`src/rtl/nabp_image_ram_sequencer_pkg.sv`:
```
// Shared definitions for the image RAM sequencer: sequencer states and the
// address/pass-counter width helpers shared with the image addresser.
package nabp_image_ram_sequencer_pkg;

    // Sequencer states
    typedef enum logic [2:0] {
        SEQ_IDLE,
        SEQ_CLEAR,
        SEQ_KICK,
        SEQ_WAIT_START,
        SEQ_STREAM,
        SEQ_DONE
    } seq_state_t;

    // Default geometry of a reconstruction run
    localparam int kDefaultImageSize  = 32;
    localparam int kDefaultNoOfPasses = 4;

    // Width of an image RAM address for an N x N image (at least one bit)
    function automatic int image_addr_width(input int image_size);
        int depth;
        depth = image_size * image_size;
        return (depth > 1) ? $clog2(depth) : 1;
    endfunction

    // Width of a counter that must hold the values 0..passes inclusive
    function automatic int pass_count_width(input int passes);
        return (passes > 0) ? $clog2(passes + 1) : 1;
    endfunction

    // Widths at the default geometry, matching the image addresser
    localparam int kDefaultImageAddressLength = image_addr_width(kDefaultImageSize);
    localparam int kDefaultPassCountLength    = pass_count_width(kDefaultNoOfPasses);

endpackage

```
`src/rtl/nabp_image_ram_sequencer_ram_port_mux.sv`:
```
// Image RAM port selection: picks address, write enable and clear flag from
// the clear sweep, the addresser stream or the host readout, keyed by state.
module nabp_ram_port_mux
    import nabp_image_ram_sequencer_pkg::*;
#(
    parameter int kImageAddressLength = kDefaultImageAddressLength
) (
    input  seq_state_t                     state,
    input  logic [kImageAddressLength-1:0] clear_addr,
    input  logic [kImageAddressLength-1:0] ad_ir_addr,
    input  logic [kImageAddressLength-1:0] hr_addr,
    input  logic                           pe_valid,
    output logic [kImageAddressLength-1:0] ir_addr,
    output logic                           ir_we,
    output logic                           ir_clear
);

    // Route the RAM port; states with no RAM traffic park the address at zero
    always_comb begin
        ir_addr  = '0;
        ir_we    = 1'b0;
        ir_clear = 1'b0;
        case (state)
            SEQ_IDLE: begin
                ir_addr = hr_addr;
            end
            SEQ_CLEAR: begin
                ir_addr  = clear_addr;
                ir_we    = 1'b1;
                ir_clear = 1'b1;
            end
            SEQ_STREAM: begin
                ir_addr = ad_ir_addr;
                ir_we   = pe_valid;
            end
            default: begin
                ir_addr  = '0;
                ir_we    = 1'b0;
                ir_clear = 1'b0;
            end
        endcase
    end

endmodule

```
`src/rtl/nabp_image_ram_sequencer.sv`:
```
// Image RAM run controller: zeroes the image RAM on a host kick, then drives
// a fixed number of back-projection passes through the image addresser,
// and hands the RAM port to host readout whenever it is idle.
module nabp_image_ram_sequencer
    import nabp_image_ram_sequencer_pkg::*;
#(
    parameter int kImageSize          = kDefaultImageSize,
    parameter int kNoOfPasses         = kDefaultNoOfPasses,
    parameter int kImageAddressLength = image_addr_width(kImageSize),
    parameter int kPassCountLength    = pass_count_width(kNoOfPasses)
) (
    input  logic                           clk,
    input  logic                           reset,
    input  logic                           hs_kick,
    output logic                           hs_busy,
    output logic                           hs_done,
    output logic                           hr_grant,
    input  logic [kImageAddressLength-1:0] hr_addr,
    output logic                           ad_kick,
    input  logic                           ad_ir_kick,
    input  logic                           ad_ir_done,
    input  logic [kImageAddressLength-1:0] ad_ir_addr,
    output logic                           ad_ir_enable,
    input  logic                           pe_valid,
    output logic [kImageAddressLength-1:0] ir_addr,
    output logic                           ir_we,
    output logic                           ir_clear
);

    localparam logic [kImageAddressLength-1:0] kLastAddr =
        kImageAddressLength'(kImageSize * kImageSize - 1);
    localparam logic [kPassCountLength-1:0] kPassTarget =
        kPassCountLength'(kNoOfPasses);

    seq_state_t                     state_q;
    seq_state_t                     state_d;
    logic [kImageAddressLength-1:0] clear_addr_q;
    logic [kPassCountLength-1:0]    pass_cnt_q;
    logic [kPassCountLength-1:0]    pass_cnt_inc;
    logic                           pass_end;

    // A pass ends only on an addresser done that coincides with a valid sample
    always_comb begin
        pass_cnt_inc = pass_cnt_q + kPassCountLength'(1);
        pass_end     = (state_q == SEQ_STREAM) && pe_valid && ad_ir_done;
    end

    // State register
    always_ff @(posedge clk or posedge reset) begin
        if (reset) begin
            state_q <= SEQ_IDLE;
        end else begin
            state_q <= state_d;
        end
    end

    // Next-state logic; kicks and addresser strobes outside their states are dropped
    always_comb begin
        state_d = state_q;
        case (state_q)
            SEQ_IDLE: begin
                if (hs_kick) begin
                    state_d = SEQ_CLEAR;
                end
            end
            SEQ_CLEAR: begin
                if (clear_addr_q == kLastAddr) begin
                    state_d = SEQ_KICK;
                end
            end
            SEQ_KICK: begin
                state_d = SEQ_WAIT_START;
            end
            SEQ_WAIT_START: begin
                if (ad_ir_kick) begin
                    state_d = SEQ_STREAM;
                end
            end
            SEQ_STREAM: begin
                if (pass_end) begin
                    state_d = (pass_cnt_inc == kPassTarget) ? SEQ_DONE : SEQ_KICK;
                end
            end
            SEQ_DONE: begin
                state_d = SEQ_IDLE;
            end
            default: begin
                state_d = SEQ_IDLE;
            end
        endcase
    end

    // Clear sweep address: restarts on a new run and stops at the last word
    always_ff @(posedge clk or posedge reset) begin
        if (reset) begin
            clear_addr_q <= '0;
        end else if (state_q == SEQ_IDLE && hs_kick) begin
            clear_addr_q <= '0;
        end else if (state_q == SEQ_CLEAR && clear_addr_q != kLastAddr) begin
            clear_addr_q <= clear_addr_q + kImageAddressLength'(1);
        end
    end

    // Completed-pass counter: restarts on a new run, counts qualified done strobes
    always_ff @(posedge clk or posedge reset) begin
        if (reset) begin
            pass_cnt_q <= '0;
        end else if (state_q == SEQ_IDLE && hs_kick) begin
            pass_cnt_q <= '0;
        end else if (pass_end) begin
            pass_cnt_q <= pass_cnt_inc;
        end
    end

    // Host and addresser handshakes decoded straight from the state
    always_comb begin
        hs_busy      = (state_q != SEQ_IDLE);
        hr_grant     = (state_q == SEQ_IDLE);
        hs_done      = (state_q == SEQ_DONE);
        ad_kick      = (state_q == SEQ_KICK);
        ad_ir_enable = (state_q == SEQ_STREAM) && pe_valid;
    end

    nabp_ram_port_mux #(
        .kImageAddressLength(kImageAddressLength)
    ) u_port_mux (
        .state      (state_q),
        .clear_addr (clear_addr_q),
        .ad_ir_addr (ad_ir_addr),
        .hr_addr    (hr_addr),
        .pe_valid   (pe_valid),
        .ir_addr    (ir_addr),
        .ir_we      (ir_we),
        .ir_clear   (ir_clear)
    );

endmodule

```
`config.mk`:
```
export PLATFORM = sky130hd
export DESIGN_NAME = nabp_image_ram_sequencer
export DESIGN_NICKNAME = d
export VERILOG_FILES = /design/src/rtl/nabp_image_ram_sequencer_pkg.sv /design/src/rtl/nabp_image_ram_sequencer_ram_port_mux.sv /design/src/rtl/nabp_image_ram_sequencer.sv
export SDC_FILE = /design/constraint.sdc
export NUM_CORES = 1
export LEC_CHECK = 0
export CAP_MARGIN = 40
export CORE_MARGIN = 2
export CORE_UTILIZATION = 44
export DETAILED_ROUTE_END_ITERATION = 8
export PLACE_DENSITY = 0.79
export SLEW_MARGIN = 20
export SYNTH_ARGS = -nofsm -noshare
export SYNTH_HDL_FRONTEND = slang
export SYNTH_SLANG_ARGS = --single-unit
```
`constraint.sdc`:
```
create_clock -name clk -period 2.1 [get_ports clk]
set_clock_uncertainty 0.05 [all_clocks]
set_input_delay 0.42 -clock clk [delete_from_list [all_inputs] [get_ports clk]]
set_output_delay 0.42 -clock clk [all_outputs]
set_load 0.005 [all_outputs]
```
### After elaboration in Yosys (flattened, before gate mapping)

Cells that the tools add are included.

* add/sub/neg operators: 2
* reduce and logical (&&, ||, !) cells: 9
* multiplexer cells: 13
* equal/unequal tests: 12

Operator list (count)
* case mux 10 bit (3 select lines): 1
* 2-to-1 mux 3 bit: 7
* 2-to-1 mux 10 bit: 2
* case mux 3 bit (5 select lines): 1
* adder 10 x 1 -> 10 bit (second input constant): 1
* == test 10 bit (second input constant): 1
* inequality test 10 bit (second input constant): 1
* == test 3 bit (second input constant): 3
* inequality test 2 bit (second input constant): 4
* == test 3 x 2 -> 1 bit (second input constant): 2
* logical AND 1 bit: 4
* AND reduction 4 bit: 1
* nonzero test 2 bit: 2
* adder 3 x 1 -> 3 bit (second input constant): 1
* == test 3 x 1 -> 1 bit (second input constant): 1
* logical NOT 3 bit: 1
* nonzero test 3 bit: 1
* case mux 1 bit (2 select lines): 1
* 2-to-1 mux 1 bit: 1

* flip-flop bits (word level): 16
* logic and storage cells: 39

### Logic depth before layout (Yosys ltp)

Gate-level depths: netlist of the first run.

* word-level depth: 5
* mapped depth: 6
* depth with buffers taken out: 5

### By module

From an unflattened synthesis of the first run, not the netlist that was laid out.

* cell total of the unflattened synthesis: 153
* area, all modules: 1402.6 um2

Modules (own cells, without submodules)
* nabp_image_ram_sequencer: instances 1, area an instance 950.9 um2, cells an instance 103
* nabp_ram_port_mux: instances 1, area an instance 451.7 um2, cells an instance 50

### Least setup slack after synthesis of the first run

Ideal clock, no wire load.

* kind: reg-to-reg
* from: register state_q[1]
* to: register clear_addr_q[7]
* required time: 1.972 ns
* buffers on the path: 1
* cell stages (with the launch flop): 7
* data arrival time: 1.732 ns
* period minus slack after synthesis: 1.859 ns
* library setup time: 0.078 ns
* slack: 0.241 ns
* cells stage by stage: dfrtp_1 > buf_2 > or3b_4 > clkinv_4 > nand4_4 > or4_1 > a21oi_1

* word-level cells in the longest chain between the ends: 3

Ends and longest elaborated chain
* start, declared: RTL line nabp_image_ram_sequencer.sv:35 `seq_state_t state_q;`
* start signal, assigned: RTL line nabp_image_ram_sequencer.sv:53 `state_q <= state_d;`
* == test 3 x 1 -> 1 bit or logical NOT 3 bit (tied branches): RTL line nabp_image_ram_sequencer.sv:99, nabp_image_ram_sequencer.sv:97
* logical AND 1 bit, on equally long branches: RTL line nabp_image_ram_sequencer.sv:99, nabp_image_ram_sequencer.sv:97
* nonzero test 2 bit (no line) or 2-to-1 mux 10 bit (tied branches)
* end signal, assigned: RTL line nabp_image_ram_sequencer.sv:100 `clear_addr_q <= clear_addr_q + kImageAddressLength'(1);`
* end, declared: RTL line nabp_image_ram_sequencer.sv:37 `logic [kImageAddressLength-1:0] clear_addr_q;`

Parallel ways exist; a longest one is shown, timed or not.
A chain may end at the register's enable or synchronous reset.

### Final worst setup path of the first run

* from: register state_q[0]
* to: output ir_we

* word-level cells in the longest chain between the ends: 2

Ends and longest elaborated chain
* == test 3 bit or == test 3 x 1 -> 1 bit (tied branches): RTL line nabp_image_ram_sequencer_ram_port_mux.sv:23 `case (state)`
* case mux 1 bit (2 select lines) *: RTL line nabp_image_ram_sequencer_ram_port_mux.sv:23
* end, declared: RTL line nabp_image_ram_sequencer.sv:26 `output logic ir_we,`

Mark *: on every way between the ends. The rest lies on a longest branch, timed or not.

==> flow_metrics.env, run 1 <==
export IMPL_outcome="completed"
export IMPL_required_ns=1.63
export IMPL_path_class="reg2out"
export IMPL_hp_class="in2async"
export IMPL_drt_first_pass_iters=4
export IMPL_worstPathArrival_ns=1.59
export IMPL_core_area_um2=2520
export IMPL_dpl_hpwl_mm=2.45
export IMPL_postRouteAntennaNets=0
export IMPL_cts_made_buffers=3
export IMPL_dp_cells=221
export IMPL_fin_crit_ns=2.06
export IMPL_grt_max_degree=17
export IMPL_worstPathMaxFanout=6
export IMPL_powerDensity_nw_per_um2=287
export IMPL_slew_headroom_pct=60.1
export IMPL_postSynthAreaPerCell_um2=8.07
export IMPL_clock_sinks=16
export IMPL_drive_gt1_share_pct=21.1
export IMPL_p_switching_mw=0.112
export IMPL_p_clk_share_pct=30.7
export IMPL_grt_usage_pct=23.2
export IMPL_portBuffers=42
export IMPL_wl_per_cell_um=14.2
export IMPL_fin_crit_sh_pct=98.3
export IMPL_drt_iter0_markers=38
export IMPL_cts_root_buf="clkbuf_4"
export IMPL_finalSetupTns_ns=0
export IMPL_grt_pass1_wl_mm=5.90
export IMPL_viasPerCell=5.51
export IMPL_clockBufferDepth=2
export IMPL_synth_cell_types=37
export IMPL_ios=43
export IMPL_reg2reg_depth=7
export IMPL_p_leak_nw=0.965
export IMPL_end_kind="primary output"
export IMPL_htreeDepth=1
export IMPL_timing_fmax_mhz=485
export IMPL_final_cells=239
export IMPL_cts_tree="done"
export IMPL_finalHoldViolCount=0
export IMPL_clock_latency_ns=0.29
export IMPL_gp_congestion=0.819
export IMPL_p_comb_share_pct=11.2
export IMPL_yosysSeqAreaShare_pct=33.8
export IMPL_p_int_mw=0.418
export IMPL_final_common_cell="nor2_1"
export IMPL_die_x_um=55.9
export IMPL_worst_pin_slew_ns=0.598
export IMPL_p_seq_share_pct=58.1
export IMPL_synth_warnings=0
export IMPL_diodes=0
export IMPL_first_global_vias=1352
export IMPL_final_max_slew_viol_count=0
export IMPL_final_cell_mix="nor2_1, clkdlybuf4s50_1, buf_4"
export IMPL_utilization_pct=73.3
export IMPL_initial_utilization_pct=47.0
export IMPL_grt_ovfl_total=0
export IMPL_synth_fp_nets=176
export IMPL_critPathLaunchType="register"
export IMPL_grt_antenna_before_repair=0
export IMPL_row_count=18
export IMPL_synth_ff_latch_count=16
export IMPL_remaining_drc_errors=0
export IMPL_timing_reg2reg_setup_slack_ns=0.09
export IMPL_cap_violations=0
export IMPL_die_h_um=55.9
export IMPL_ir_drop_v=0.000324
export IMPL_clk_pin_slew_ns=0.09
export IMPL_wirelength_mm=3.39
export IMPL_die_area_um2=3130
export IMPL_nets=240
export IMPL_finalSetupViolCount=0
export IMPL_syn_cell_area_um2=1190
export IMPL_vias=1317
export IMPL_switching_share_pct=21.2
export IMPL_area_growth_pct=55.8
export IMPL_netlist_instances=147
-- power groups by stage --
stage | combinational, mW | clock (mW) | sequential [mW]
6_report | 0.0594 | 0.163 | 0.308
5_1_grt | 0.0635 | 0.179 | 0.308
4_1_cts | 0.0596 | 0.163 | 0.308
3_5_place_dp | 0.0589 | 0 | 0.314
3_3_place_gp | 0.0581 | 0 | 0.314
2_1_floorplan | 0.00694 | 0 | 0.314
-- per-layer routing --
layer,global-route usage (%),vias up,wire [µm]
met3,2.79,8,203
met5,0,-,0
li1,-,646,-
met2,41.5,50,1640
met4,7.48,0,73
met1,29.0,613,1470
-- cell families after synthesis --
logic type                 synth area share (%)
AOI/OAI and AO/OA                          13.6
buffers and inverters                      4.96
and+or+nand+nor                            31.3
adders and majority gates                  3.16
DFF                                        33.8
xor gates and xnor gates                   2.22
muxes                                      11.0
-- area by class of cell --
| type | instances | area (µm²) |
|---|---|---|
| fillers | 191 | 674 |
| multi-input cells | 119 | 763 |
| flip-flops and latches | 16 | 402 |
| repair buffers | 67 | 603 |
| clock buffers | 3 | 22.5 |
| well taps | 30 | 37.5 |
| inverters | 4 | 20.0 |
-- state kept, by name, indices dropped and copies added (netlist names) --
register      count
pass_cnt_q        3
state_q           3
clear_addr_q     10
-- metrics by stage --
step	hold WS (ns)	cell area [µm²]	setup WS, ns	power, mW
3_3_place_gp	0.488	1680	-0.0792	0.372
4_1_cts	0.465	1800	-0.0951	0.530
3_5_place_dp	0.522	1680	-0.105	0.373
6_report	0.434	1850	0.0366	0.530
2_1_floorplan	0.284	1190	0.241	0.321
5_1_grt	0.500	1850	-0.00941	0.550
-- worst paths after layout --
check / endpoint / startpoint
min in group clk: clear_addr_q[5]$_DFFE_PP0P_ / clear_addr_q[5]$_DFFE_PP0P_
setup reg to reg: clear_addr_q[7]$_DFFE_PP0P_ / state_q[1]$_DFFE_PP0P_
max in group asynchronous: state_q[0]$_DFFE_PP0P_ / reset
hold reg to reg: clear_addr_q[5]$_DFFE_PP0P_ / clear_addr_q[5]$_DFFE_PP0P_
setup / recovery: ir_we / state_q[0]$_DFFE_PP0P_
hold / removal: pass_cnt_q[2]$_DFFE_PP0P_ / reset
-- Yosys cell counts --
cell type / instances / area share [%]
or4_1: 1 / 0.63
nand4_1: 2 / 1.1
o31a_1: 1 / 0.74
and2_1: 3 / 1.6
clkbuf_1: 5 / 1.6
nand2b_1: 1 / 0.53
nor4bb_1: 1 / 0.84
clkinv_4: 1 / 0.74
nand4_4: 1 / 1.8
buf_2: 1 / 0.42
a31oi_1: 1 / 0.53
o211ai_1: 2 / 1.3
or3b_4: 1 / 0.95
mux2i_1: 13 / 11
a21oi_1: 14 / 5.9
nor3b_1: 2 / 1.3
o21a_1: 1 / 0.63
ha_1: 3 / 3.2
xor2_1: 2 / 1.5
nor3_1: 8 / 3.4
xnor2_1: 1 / 0.74
or2_2: 1 / 0.53
nor2_1: 30 / 9.5
a22oi_1: 1 / 0.63
buf_1: 1 / 0.32
nand3_1: 6 / 2.5
o31ai_1: 3 / 1.9
and4_1: 1 / 0.74
o21ai_0: 3 / 1.3
nand2_1: 10 / 3.2
inv_1: 3 / 0.95
nand4b_1: 1 / 0.74
nor2b_1: 1 / 0.53
o32ai_1: 1 / 0.74
buf_6: 1 / 0.95
dfrtp_1: 16 / 34
and3_1: 3 / 1.6
-- repair_timing --
action	CTS	global route
pin swaps	2	5
hold buffers	0	0
setup endpoints to repair	16	14
buffers inserted	10	5
gates resized for setup	26	16
-- critical path, stage by stage (launching register included) --
cell             delay [ns]
dfrtp_2                0.46
or3b_4                 0.27
clkinv_4               0.06
or2_2                  0.30
clkdlybuf4s15_1        0.22
(Power assumes the default switching activity.)
==> inputs of run 2 (changes only) <==
--- a/config.mk
+++ b/config.mk
@@ -10,6 +10,7 @@
 export CORE_UTILIZATION = 44
 export DETAILED_ROUTE_END_ITERATION = 8
 export PLACE_DENSITY = 0.79
+export RECOVER_POWER = 25
 export SLEW_MARGIN = 20
 export SYNTH_ARGS = -nofsm -noshare
 export SYNTH_HDL_FRONTEND = slang
==> flow_metrics.env, run 2 (same netlist as run 1, synthesis figures left out) <==
export IMPL_required_ns=1.63
export IMPL_finalSetupViolCount=0
export IMPL_die_area_um2=3130
export IMPL_vias=1317
export IMPL_post_dp_cell_area_um2=1680
export IMPL_crit_chain="or3b_4 -> clkinv_4 -> or2_2 -> clkdlybuf4s15_1"
export IMPL_first_global_vias=1352
export IMPL_grt_ovfl_total=0
export IMPL_fin_crit_ns=2.06
export IMPL_grt_use_met3_pct=2.79
export IMPL_end_kind="primary output"
export IMPL_finalSetupTns_ns=0
export IMPL_final_common_cell="nor2_1"
export IMPL_pre_cts_slack_ns=-0.105
export IMPL_clk_pin_slew_ns=0.09
export IMPL_initial_utilization_pct=47.0
export IMPL_outcome="completed"
export IMPL_setup_ws_ns=0.0366
export IMPL_clock_sinks=16
export IMPL_finalHoldViolCount=0
export IMPL_worst_pin_slew_ns=0.598
export IMPL_htreeDepth=1
export IMPL_p_clk_share_pct=30.7
export IMPL_path_class="reg2out"
export IMPL_drt_first_pass_iters=4
export IMPL_top_register="clear_addr_q"
export IMPL_p_switching_mw=0.112
export IMPL_gp_congestion=0.819
export IMPL_cts_tree="done"
export IMPL_p_int_mw=0.417
export IMPL_p_seq_share_pct=58.1
export IMPL_diodes=0
export IMPL_clock_latency_ns=0.29
export IMPL_grt_pass1_wl_mm=5.90
export IMPL_ir_drop_v=0.000324
export IMPL_nets=240
export IMPL_dpl_hpwl_mm=2.45
export IMPL_postRouteAntennaNets=0
export IMPL_cts_hold_buf=0
export IMPL_grt_max_degree=17
export IMPL_cts_made_buffers=3
export IMPL_p_comb_share_pct=11.1
export IMPL_grt_util_met1_pct=29.0
export IMPL_viasPerCell=5.51
export IMPL_nFillCells=191
export IMPL_portBuffers=42
export IMPL_fin_crit_sh_pct=98.3
export IMPL_powerDensity_nw_per_um2=287
export IMPL_final_max_slew_viol_count=0
export IMPL_timing_fmax_mhz=485
export IMPL_largest_register_ffs=10
export IMPL_drive_gt1_share_pct=21.1
export IMPL_grt_busiest_layer="met2"
export IMPL_wirelength_mm=3.39
export IMPL_die_x_um=55.9
export IMPL_die_h_um=55.9
export IMPL_worstPathMaxFanout=6
export IMPL_p_leak_nw=0.966
export IMPL_critPathBufInv=2
export IMPL_remaining_drc_errors=0
export IMPL_row_count=18
export IMPL_cts_root_buf="clkbuf_4"
export IMPL_wl_per_cell_um=14.2
export IMPL_clockBufferDepth=2
export IMPL_hp_class="reg2reg"
export IMPL_critPathLaunchType="register"
export IMPL_worstPathArrival_ns=1.59
export IMPL_grt_antenna_before_repair=0
export IMPL_slowest_stage="dfrtp_2"
export IMPL_area_growth_pct=55.8
export IMPL_core_area_um2=2520
export IMPL_use_met2_pct=41.5
export IMPL_drt_iter0_markers=38
export IMPL_whs_ns=0.534
export IMPL_cpPeakStageDelay_ns=0.46
export IMPL_reg_top3="clear_addr_q x10, pass_cnt_q x3, state_q x3"
export IMPL_switching_share_pct=21.2
export IMPL_design_area_um2=1850
export IMPL_cap_violations=0
export IMPL_ios=43
export IMPL_grt_usage_pct=23.2
export IMPL_cp_top_family="simple AND/OR/NAND/NOR gates"
export IMPL_final_cell_mix="nor2_1, clkdlybuf4s50_1, buf_4"
export IMPL_slew_headroom_pct=60.1
## run 2: cell types whose count changed in the layout (fill, tap and decap cells not counted)
| cell | before | now |
|---|---|---|
| dlygate4sd3_1 | 0 | 1 |
| clkdlybuf4s50_1 | 25 | 24 |
## run 2: metal layers
layer	wire length (µm)	up-vias
li1	-	646
met1	1470	613
met2	1640	50
met3	203	8
met4	73	0
met5	0	-
## run 2: power groups by stage
stage | clock network [mW] | logic [mW] | registers (mW)
CTS | 0.163 | 0.0596 | 0.308
global placement | 0 | 0.0581 | 0.314
global route | 0.179 | 0.0631 | 0.308
floorplan | 0 | 0.00694 | 0.314
detailed placement | 0 | 0.0589 | 0.314
finish | 0.163 | 0.0590 | 0.308
## run 2: cell type report
type	instances	area, µm²	area share, %
Clock buffer	3	22.5	1.22
Inverter	4	20.0	1.08
Multi-Input combinational cell	119	763	41.3
Sequential cell	16	402	21.7
Tap cell	30	37.5	2.03
Timing Repair Buffer	67	603	32.6
## run 2: final timing paths
check                                            start  cells past startpoint                     endpoint  slack [ns]
max in group asynchronous                        reset                      2       state_q[0]$_DFFE_PP0P_        1.01
max                             state_q[0]$_DFFE_PP0P_                      4                        ir_we        0.04
max reg2reg                     state_q[1]$_DFFE_PP0P_                      7  clear_addr_q[7]$_DFFE_PP0P_        0.09
min in group asynchronous                        reset                      2    pass_cnt_q[2]$_DFFE_PP0P_        0.57
min                        clear_addr_q[5]$_DFFE_PP0P_                      1  clear_addr_q[5]$_DFFE_PP0P_        0.53
min reg2reg                clear_addr_q[5]$_DFFE_PP0P_                      1  clear_addr_q[5]$_DFFE_PP0P_        0.53
## run 2: worst reg2reg max path: stages (launching register included)
cell	delay [ns]
dfrtp_1	0.39
buf_4	0.14
or3b_4	0.39
clkinv_4	0.07
buf_4	0.12
nand4_4	0.11
or4_4	0.53
a21oi_2	0.14
## run 2: through the flow
step	std cells	util [%]	power [mW]
detailed placement	221	66.6	0.373
floorplan	147	-	0.321
finish	239	73.3	0.530
global route	239	73.3	0.550
CTS	234	71.3	0.530
global placement	221	66.6	0.372
## run 2: timing repair
action                     in CTS  in global routing
gates cloned                    0                  0
resized for setup              26                 16
setup endpoints to repair      16                 14
hold endpoints to repair        0                  0
buffers inserted               10                  5
pin swaps                       2                  5
==> RTL change 1 (flow settings as in run 2) <==
Re-encode `seq_state_t` (6 states) as one-hot, 6 bits wide.
--- a/src/rtl/nabp_image_ram_sequencer_pkg.sv
+++ b/src/rtl/nabp_image_ram_sequencer_pkg.sv
@@ -5,9 +5,9 @@
     // Sequencer states
-    typedef enum logic [2:0] {
-        SEQ_IDLE,
-        SEQ_CLEAR,
-        SEQ_KICK,
-        SEQ_WAIT_START,
-        SEQ_STREAM,
-        SEQ_DONE
+    typedef enum logic [5:0] {
+        SEQ_IDLE       = 6'b000001,
+        SEQ_CLEAR      = 6'b000010,
+        SEQ_KICK       = 6'b000100,
+        SEQ_WAIT_START = 6'b001000,
+        SEQ_STREAM     = 6'b010000,
+        SEQ_DONE       = 6'b100000
     } seq_state_t;
Function: no difference found for any inputs over 10 cycles, from zero or initial values and one cycle with reset high; not proved beyond that.
==> RTL change 1 against run 2 <==
  * The run now ends with setup timing left
  * Via count increased by 25%
  * Routed wire length increased by 55%
  * Worst setup slack got worse by 0.38 ns
  * Synthesized area increased by 8.2%
  * Sequential cell count increased by 3
  * Cell area increased by 22%
  * First-iteration DRC count increased to 4.4 times the old value
  * Largest cell class unchanged
Power is left out: it rests on default switching activity, and per cell area and clock period it moved more than threefold.
==> RTL change 1: results (changes against run 2) <==
metric,value,unit,change
status,"finished, violations left",,was finished clean
failed_checks,setup timing,,
setup_ws,-0.3452,ns,was 0.03662 ns
wl_per_cell,19.93,um,was 14.18 um
critPathSlowestCell,dfrtp_1,,was dfrtp_2
clkCellAreaFrac,0.01167,,was 0.01219
wl_met1,1887,um,was 1473 um
synth_xor_area_frac,0.02047,,was 0.02215
use_met2,0.5325,,was 0.4150
clock_buffers,4,,was 3
multiInputCombCellCount,99,,was 119
grt_max_degree,20,,was 17
synth_top_area_frac,0.3509,,was 0.3376
drt_wl_total,5262,um,was 3389 um
grt_use_met3,0.03348,,was 0.02791
crit_fanout,4,,was 6
placed_cells,237,,was 221
buffers,91,,was 67
netlist_top_cells_count,"inv_1, dfrtp_1, nand2_1",,"was nor2_1, dfrtp_1, a21oi_1"
cts_setup_buffers,19,,was 10
grt_use_met1,0.3482,,was 0.2901
synth.area.mux_share,0.03119,,was 0.1097
synth.distinct_cells,41,,was 37
maxSlewHeadroom,0.3028,,was 0.6011
gp_congestion,0.9586,,was 0.8191
multiInputGateArea,845.8,sq um,was 763.2 sq um
ys_seq_area_frac,0.3713,,was 0.3376
ys_warn_count,0,,unchanged
vias,1641,,was 1317
drt-pass1-iter-count,6,,was 4
synth_compound_area_frac,0.1910,,was 0.1361
placed_cell_area,1939,sq um,was 1680 sq um
seq_cell_count,19,,was 16
track_usage,0.2930,,was 0.2320
hpwl,3054,um,was 2449 um
syn_nets,170,,was 176
regArea,479.2,sq um,was 401.6 sq um
wl_met2,2631,um,was 1639 um
drt_iter0_drc,169,,was 38
fin_nets,263,,was 240
timing.critical_path.slowest_cell_delay,0.43,ns,was 0.46 ns
synthFlopType,dfrtp_1,,unchanged
wl_met3,479,um,was 203 um
finalSetupViolCount,18,,was 0
inverters,20,,was 4
finalInstanceArea,2252,sq um,was 1848 sq um
top_regs,"clear_addr_q: 10 flops, state_q: 6 flops, pass_cnt_q: 3 flops",,"was clear_addr_q: 10 flops, pass_cnt_q: 3 flops, state_q: 3 flops"
drive_gt1_frac,0.4249,,was 0.2105
synth-adder-area-share,0.02924,,was 0.03165
syn_inst,141,,was 147
num-fill-cells,153,,was 191
grt_pass1_wl,7389,um,was 5899 um
fin_util,0.8167,,was 0.7326
cts_resized,90,,was 26
worstPathArrival,1.98,ns,was 1.59 ns
port_buffers,42,,unchanged
[RTL change 1: cell count changes after synthesis, moves of 4 or more]
cell      delta
a21oi_1      -7
a222oi_1     +9
clkbuf_1     -4
inv_1       +17
mux2i_1      -9
nor2_1      -23
nor3_1       -6
or4_1        +4
[RTL change 1: cells by family after synthesis]
| family | Yosys count |
|---|---|
| adders and majority gates | 3 |
| AOI/OAI and AO/OA | 33 |
| buffers and inverters | 24 |
| and+or+nand+nor | 55 |
| DFF | 19 |
| xor gates and xnor gates | 3 |
| muxes | 4 |
[RTL change 1: final timing paths]
path                       cells after the start           from         endpoint  slack [ns]
setup / recovery                               8     state_q[2]       ir_addr[9]       -0.35
hold / removal                                 1  pass_cnt_q[2]    pass_cnt_q[2]        0.45
setup reg to reg                               6     state_q[3]  clear_addr_q[7]       -0.07
hold reg to reg                                1  pass_cnt_q[2]    pass_cnt_q[2]        0.45
max in group asynchronous                      3          reset       state_q[4]        0.48
min in group asynchronous                      3          reset  clear_addr_q[8]        0.81
==> RTL change 2 (config.mk and constraints of run 2) <==
Without the edit above. Set the package constant `kDefaultImageSize` to 16 (it was 32).
--- a/src/rtl/nabp_image_ram_sequencer_pkg.sv
+++ b/src/rtl/nabp_image_ram_sequencer_pkg.sv
@@ -15,3 +15,3 @@
     // Default geometry of a reconstruction run
-    localparam int kDefaultImageSize  = 32;
+    localparam int kDefaultImageSize  = 16;
     localparam int kDefaultNoOfPasses = 4;
Interface: changed (resized ad_ir_addr, hr_addr and ir_addr); port bits go from 43 to 37. No check against the original RTL was run, so the function may have changed too.
==> RTL change 2 against run 2 <==
  * Cell area shrank 12%
  * Sequential cell count shrank 2
  * Synthesized cell count shrank 13%
  * Highest routed layer unchanged
  * First-iteration DRC count shrank 53%
  * Sequential share of layout area shrank 0.051 points
  * Worst hold slack lost 0.063 ns
  * Register-to-register slack gained 0.07 ns
  * Worst setup slack gained 0.027 ns
  * Critical path type unchanged
  * Critical path depth grew 1
  * Synthesized area shrank 13%
  * Routed wire length shrank 11%
  * Via count shrank 15%
Power is left out: it rests on default switching activity, and per cell area and clock period it moved more than threefold.
==> RTL change 2: results (changes against run 2) <==
metric,value,unit,change
ys_warn_count,0,,unchanged
maxSlewHeadroom,0.6281,,was 0.6011
worstHoldStart,pass_cnt_q[2],,was clear_addr_q[5]
period_share,0.9699,,was 0.9826
clockBufferDepth,2,,unchanged
largest_reg_flops,8,,was 10
hold_slack,0.4710,ns,was 0.5341 ns
synthFlopType,dfrtp_1,,unchanged
ys_seq_area_frac,0.3406,,was 0.3376
placed_cell_area,1469,sq um,was 1680 sq um
cts_resized,19,,was 26
r2r_cells,6,,was 7
syn_nets,153,,was 176
clockRootBuffer,clkbuf_4,,unchanged
drt-pass1-iter-count,4,,unchanged
synth.distinct_cells,39,,was 37
pre_cts_slack,-0.08905,ns,was -0.1046 ns
port_buffers,36,,was 42
timing.critical_path.slowest_cell_delay,0.42,ns,was 0.46 ns
cts_setup_buffers,5,,was 10
hp-class,register to register,,unchanged
placed_cells,195,,was 221
hpwl,2095,um,was 2449 um
status,finished clean,,unchanged
cp-startpoint,state_q[2],,was state_q[0]
grt_max_degree,15,,was 17
grt_pass1_vias,1102,,was 1352
crit_fanout,4,,was 6
cts-hold-fix-buffers,0,,unchanged
grt_pass1_wl,4692,um,was 5899 um
synth_area_per_cell,8.035,sq um,was 8.069 sq um
top_regs,"clear_addr_q: 8 flops, pass_cnt_q: 3 flops, state_q: 3 flops",,"was clear_addr_q: 10 flops, pass_cnt_q: 3 flops, state_q: 3 flops"
synthTopCellsByArea,"dfrtp_1, mux2i_1, nor2_1",,unchanged
track_usage,0.2368,,was 0.2320
num-fill-cells,177,,was 191
drt_iter0_drc,18,,was 38
path_clk_slew,0.09,ns,about the same
netlist_top_cells_count,"nor2_1, dfrtp_1, a21oi_1",,unchanged
hold_path_end,pass_cnt_q[2],,was clear_addr_q[5]
holdPathStages,1,,unchanged
drt_wl_total,3019,um,was 3389 um
clock_latency,0.29,ns,about the same
instances_no_fill,207,,was 239
gp_congestion,0.7938,,was 0.8191
critPathSlowestCell,dfrtp_1,,was dfrtp_2
regToRegSetupSlack,0.16,ns,was 0.09 ns
drive_gt1_frac,0.2291,,was 0.2105
r2r_end,clear_addr_q[3],,was clear_addr_q[7]
vias_per_cell,5.440,,was 5.510
async_reset_ff_frac,1.000,,unchanged
==> RTL change 2: cell families after synthesis <==
group / synth area share
multiplexers: 0.1180
adder cells (fa/ha/maj): 0.03650
flip-flops: 0.3406
XOR/XNOR: 0.01703
AND/OR/NAND/NOR: 0.2725
AO/OA/AOI/OAI: 0.1496
buffers and inverters: 0.06568
==> RTL change 2: cell type report <==
type,count,area (sq um),area share
clock buffers,4,36.28,0.02238
well taps,28,35.03,0.02160
flip-flops and latches,14,351.6,0.2168
multi-input cells,99,649.4,0.4005
repair buffers,56,526.8,0.3248
inverters,6,22.52,0.01389
==> RTL change 2: per-layer routing <==
metal,track usage,routed length [um],vias up
li1,-,-,550
met4,0.1197,52,0
met1,0.2563,1254,529
met3,0.04571,188,7
met2,0.4313,1524,40
met5,0,0,-
==> RTL change 2: worst max-delay path, delay by kind of cell, from the launching register on <==
| family | cells | cell delay [ns] |
|---|---|---|
| AND/OR/NAND/NOR | 3 | 0.60 |
| flip-flops | 1 | 0.42 |
| buffers and inverters | 2 | 0.26 |
